[src/rtl/id_ex_stage.sv]
// id_ex_stage: ID/EX pipeline register with write-back bypass, load-use stall, flush and bubble counter
module id_ex_stage #(
  parameter int DATA_W = 32,
  parameter int IMM_W  = 16,
  parameter int CNT_W  = 16
)(
  input  logic              clk,
  input  logic              rst,
  input  logic              in_valid,
  input  logic [4:0]        rs,
  input  logic [4:0]        rt,
  input  logic [4:0]        rd,
  input  logic [DATA_W-1:0] bus1,
  input  logic [DATA_W-1:0] bus2,
  input  logic [IMM_W-1:0]  imm,
  input  logic [9:0]        ctrl_in,
  input  logic              wb_wena,
  input  logic [4:0]        wb_dir,
  input  logic [DATA_W-1:0] wb_data,
  input  logic              flush,
  output logic              stall,
  output logic              ex_valid,
  output logic [9:0]        ex_ctrl,
  output logic [DATA_W-1:0] ex_a,
  output logic [DATA_W-1:0] ex_b,
  output logic [DATA_W-1:0] ex_imm,
  output logic [4:0]        ex_rs,
  output logic [4:0]        ex_rt,
  output logic [4:0]        ex_rd,
  output logic [CNT_W-1:0]  bubble_cnt
);
  logic [DATA_W-1:0] opa, opb;
  logic haz, bubble;
  // same-cycle write-back wins over the stale register bank read; r0 is never bypassed
  always_comb begin
    opa = (wb_wena && wb_dir != 5'd0 && wb_dir == rs) ? wb_data : bus1;
    opb = (wb_wena && wb_dir != 5'd0 && wb_dir == rt) ? wb_data : bus2;
    haz = in_valid && ex_valid && ex_ctrl[8] && ex_rt != 5'd0 && (ex_rt == rs || ex_rt == rt);
    stall = haz && !flush;
    bubble = flush || haz;
  end
  // capture the decoded instruction or insert a bubble; only load-use bubbles are counted
  always_ff @(posedge clk or negedge rst)
    if (!rst) begin
      ex_valid   <= 1'b0;
      ex_ctrl    <= '0;
      ex_a       <= '0;
      ex_b       <= '0;
      ex_imm     <= '0;
      ex_rs      <= '0;
      ex_rt      <= '0;
      ex_rd      <= '0;
      bubble_cnt <= '0;
    end else begin
      ex_valid <= bubble ? 1'b0 : in_valid;
      ex_ctrl  <= (bubble || !in_valid) ? '0 : ctrl_in;
      ex_a     <= bubble ? '0 : opa;
      ex_b     <= bubble ? '0 : opb;
      ex_imm   <= bubble ? '0 : {{(DATA_W-IMM_W){imm[IMM_W-1]}}, imm};
      ex_rs    <= bubble ? '0 : rs;
      ex_rt    <= bubble ? '0 : rt;
      ex_rd    <= bubble ? '0 : rd;
      if (stall && bubble_cnt != '1) bubble_cnt <= bubble_cnt + 1'b1;
    end
endmodule

[config.mk]
export PLATFORM = sky130hd
export DESIGN_NAME = id_ex_stage
export DESIGN_NICKNAME = d
export VERILOG_FILES = /design/src/rtl/id_ex_stage.sv
export SDC_FILE = /design/constraint.sdc
export NUM_CORES = 1
export LEC_CHECK = 0
export ABC_AREA = 0
export CAP_MARGIN = 30
export CORE_UTILIZATION = 39
export CTS_BUF_LIST = sky130_fd_sc_hd__clkbuf_8 sky130_fd_sc_hd__clkbuf_16
export DETAILED_ROUTE_END_ITERATION = 6
export PLACE_DENSITY = 0.81
export SLEW_MARGIN = 20
export SYNTH_ARGS = -nofsm -noshare
export SYNTH_HDL_FRONTEND = slang
export SYNTH_SLANG_ARGS = --single-unit
[constraint.sdc]
create_clock -name clk -period 2.1 [get_ports clk]
set_input_delay 0.42 -clock clk [delete_from_list [all_inputs] [get_ports clk]]
set_output_delay 0.42 -clock clk [all_outputs]
set_load 0.02 [all_outputs]
# [Yosys cells after proc, flatten, opt, wreduce, memory -nomap -nowiden]
# Index checks and enable logic that the tools add are counted.
[totals] regBits=138 inputBits=147 wordCells=41
[classes] n_addsub=1 eq_ne=5 mux=10 n_reduce_logical=16
[op_table] cell="32-bit two-way mux" n=5
[op_table] cell="5-bit equality test" n=4
[op_table] cell="16-bit by 1-bit adder with 16-bit output, second input constant" n=1
[op_table] cell="16-bit != test, second input constant" n=1
[op_table] cell="5-bit two-way mux" n=3
[op_table] cell="10-bit two-way mux" n=1
[op_table] cell="5-bit nonzero test" n=2
[op_table] cell="1-bit logical AND" n=9
[op_table] cell="1-bit logical OR" n=3
[op_table] cell="1-bit logical NOT" n=2
[op_table] cell="1-bit two-way mux" n=1

# [Longest topological paths before layout]
[logic_depth] word_depth=7 ltp_mapped=7 depth_no_buf=6

# [Worst setup path after synthesis]
# OpenSTA, ideal clock, no wires.
[synth_path] path_type="register to output" from="register ex_rt[2]" to="output port stall" t_arrival_ns=1.726 required_time_ns=1.680 setup_slack_ns=-0.046 stages_incl_launch_ff=7 path_buffers=1 cell_sequence="dfrtp_1 > xnor2_1 > nand3_1 > o22ai_2 > clkbuf_1 > nand2_1 > nor2_1"
[synth_between] elab_chain_cells=4 elab_cells_between_ends=7 classes_between="eq/ne (2); reduce/logical (5)"
[synth_rtl] item="start: declaration" line_no="28" text="output logic [4:0] ex_rt,"
[synth_rtl] item="start signal: assignment" line_no="61" text="ex_rt <= bubble ? '0 : rt;"
[synth_rtl] item="5-bit equality test or 5-bit nonzero test (tied branches)" line_no="38" text="haz = in_valid && ex_valid && ex_ctrl[8] && ex_rt != 5'd0 && (ex_rt == rs || ex_rt == rt);"
[synth_rtl] item="1-bit logical OR or 1-bit logical AND (tied branches)" line_no="38"
[synth_rtl] item="1-bit logical AND *" line_no="38"
[synth_rtl] item="1-bit logical AND *" line_no="39" text="stall = haz && !flush;"
[synth_rtl] item="end: declaration" line_no="21" text="output logic stall,"
# Every way passes the cells marked *; elsewhere a longest branch is shown, timed or not.

# [Worst setup path after layout]
[layout_path] from="register ex_rt[3]" to="output port stall"
# The elaborated chain is that of the path after synthesis.

==> run_results.csv <==
group,metric,value,unit
synthesis,synth-seq-cells,122,
finish,drive_gt1_share,12.3,%
drt,drtAntennaViolNets,0,
sta,rsz0062_at_grt,"yes",
critical_path,path_class,"reg -> out",
sta,clock_skew,0.00741,ns
drt,wl,15.8,mm
critical_path,arrival,1.82,ns
critical_path,path_max_fanout,3,
pwr,ir_drop,0.000470,V
die,core_area,12800,um^2
drt,dr.first_iter.drc_count,139,
sta,fin_crit,2.24,ns
sta,maxSlewHeadroom,73.3,%
synthesis,avgSynthCellArea,12.3,um^2
sta,worstMarginPinSlew,0.401,ns
critical_path,cpMaxStageDelayCell,"dfrtp_1",
synthesis,ys_top_cells_by_count,"dfrtp_1, nor2_1, mux2i_1, and2_1, xnor2_1",
synthesis,ys_warn_count,0,
clocking,numClockSinks,122,
critical_path,critPathLaunch,"ex_rt[3]",
sta,hold_violations,0,
placement,io_buffers,285,
grt,grt_max_degree,49,
drt,drt_pass1_iterations,4,
clocking,clockBufferDepth,2,
grt,grt_use_total,22.6,%
grt,grt_pass1_wl,22.4,mm
clocking,clkLatencyLatePin,0.41,ns
pwr,p_per_area,741,nW/um^2
drt,vias_per_cell,4.67,
synthesis,yosysSeqAreaShare,59.1,%
sta,fin_crit_sh,107,%
grt,overflow,0,
synthesis,syn_inst,421,
critical_path,cpPeakStageDelay,0.38,ns
pwr,power,6.78,mW
synthesis,synth_top_area_share,59.1,%
pwr,p_leak,3.85,nW
sta,setup_violations,1,
sta,fmax,0.447,GHz
finish,syn_to_final_growth,77.0,%
sta,drv_slew,0,
drt,num_vias,4271,
finish,fin_nets,877,
placement,hpwl,11.5,mm
die,std_cell_rows,41,
synthesis,netlist.top_cell.by_area,"dfrtp_1",
synthesis,synth_async_sr_flop_share,100,%
critical_path,crit_chain,"buf_4, xnor2_2, nand3_2, o22ai_4, nand2_2, nor2_4, buf_6",
sta,setup_ws,-0.137,ns
synthesis,syn-num-nets,569,
critical_path,endpoint_kind,"output port",
clocking,h-tree-depth,4,
finish,final.fill_count,861,
critical_path,r2r-start,"ex_rt[2]",
synthesis,synth_area_leaders,"dfrtp_1, mux2i_1, xnor2_1",
grt,grt_pass1_vias,4333,
clocking,numCtsBuffers,17,
die,fp.dieW,117,um
hold_path,hold_class,"in -> async",
grt,antenna_found_initial,0,
finish,n_antenna_cell,0,
die,start_util,40.5,%
drt,drc,0,
clocking,clock-root-buffer,"clkbuf_16",
synthesis,synth_edf_count,0,
synthesis,syn_area,5170,um^2
clocking,cts_tree,"done",
sta,whs,0.493,ns
critical_path,required,1.68,ns
synthesis,synth-main-ff-cell,"dfrtp_1",
drt,wl_per_cell,17.3,um
critical_path,crit_path_start_kind,"flip-flop",
status,violations,"setup timing",
die,die_h,117,um
clocking,clkTransAtPathRegs,0.05,ns
synthesis,ys_types,33,
status,status,"finished with violations",
placement,gp_congestion,0.807,
die,ioPinCount,286,
run,max_cap_viol_count,0,
synthesis,synth_most_common_cell,"dfrtp_1",
die,die_area,13700,um^2
## timing repair
| item | CTS | global route |
|---|---|---|
| buffers inserted | 3 | 1 |
| hold buffers | 1 | 0 |
| pin swaps | 3 | 11 |
| resized for setup | 15 | 13 |
| endpoints found under the setup margin | 31 | 58 |
| hold endpoints to repair | 26 | 0 |
| cloned | 0 | 2 |
## report_power, final
group          leakage, nW  internal, mW  switching [mW]  total (mW)
Combinational         1.92         0.609           0.485        1.09
Sequential            1.59          2.46          0.0392        2.50
Clock                0.335          2.20           0.986        3.18
Total                 3.85          5.26            1.51        6.78
## worst max-delay path, delay by kind of cell (launching register included)
kind	cells	cell delay [ns]
xor gates and xnor gates	1	0.17
buffers and inverters	2	0.28
and+or+nand+nor	3	0.33
AOI/OAI and AO/OA	1	0.24
DFF	1	0.38
## state kept, by name, indices dropped and copies added (netlist names)
signal and flops:
ex_rs 5, ex_rt 5, ex_imm 16, ex_valid 1, ex_rd 5, ex_b 32, bubble_cnt 16, ex_ctrl 10
ex_a 32
## area by class of cell
| cell class | instances | area, um^2 | share of cell area, % |
|---|---|---|---|
| Sequential cell | 122 | 3060 | 33.4 |
| Clock buffer | 24 | 522 | 5.70 |
| Clock inverter | 8 | 138 | 1.50 |
| Tap cell | 172 | 215 | 2.35 |
| Multi-Input combinational cell | 264 | 1950 | 21.3 |
| Timing Repair Buffer | 324 | 3270 | 35.7 |
## cell usage in the layout (no fill, tap or decap), types with 4 or more instances in the layout
cell / count
and2_1: 41
buf_4: 29
clkdlybuf4s50_1: 283
nand4_1: 9
and3_1: 9
mux2i_1: 64
dfrtp_1: 120
xnor2_1: 25
clkbuf_8: 7
buf_12: 4
nand3_1: 10
bufinv_16: 4
xnor2_2: 5
clkbuf_16: 19
xor2_1: 4
nor2_1: 67
## metrics by stage
stage	instances	setup slack (ns)	instance area (um^2)	util, %	TNS, ns
global placement	876	-0.585	8310	65.0	-26.36
finish	914	-0.137	9150	71.6	-0.137
detailed placement	876	-0.666	8310	65.0	-32.26
CTS	912	-0.198	9040	70.8	-0.198
floorplan	421	0.0191	5170	-	0
global route	914	-0.229	9150	71.6	-0.229
## layer usage
layer	wire length [um]	global-route usage [%]	up-vias	share of wire [%]
li1	-	-	2007	-
met1	5770	23.8	2018	36
met2	8320	39.4	212	53
met3	1320	8.44	34	8.3
met4	410	11.6	0	2.6
met5	0	0	-	0
## worst paths after layout
check / endpoint / slack [ns] / cells after the start
max: stall / -0.14 / 7
min: ex_imm[11] / 0.49 / 2
max reg2reg: bubble_cnt[14] / 0.08 / 6
min reg2reg: bubble_cnt[6] / 0.51 / 1
max in group asynchronous: ex_b[8] / 1.02 / 3
min in group clk: bubble_cnt[6] / 0.51 / 1
## cells by family after synthesis
logic type                 count (synthesis)  synth area share, %
and+or+nand+nor                          155                 16.0
DFF                                      122                 59.1
muxes                                     66                 12.8
buffers and inverters                     35                 4.96
xor gates and xnor gates                  34                 5.76
AOI/OAI and AO/OA                          8                 1.16
adders and majority gates                  1                0.242
No activity file was read; power rests on OpenSTA's default activity.
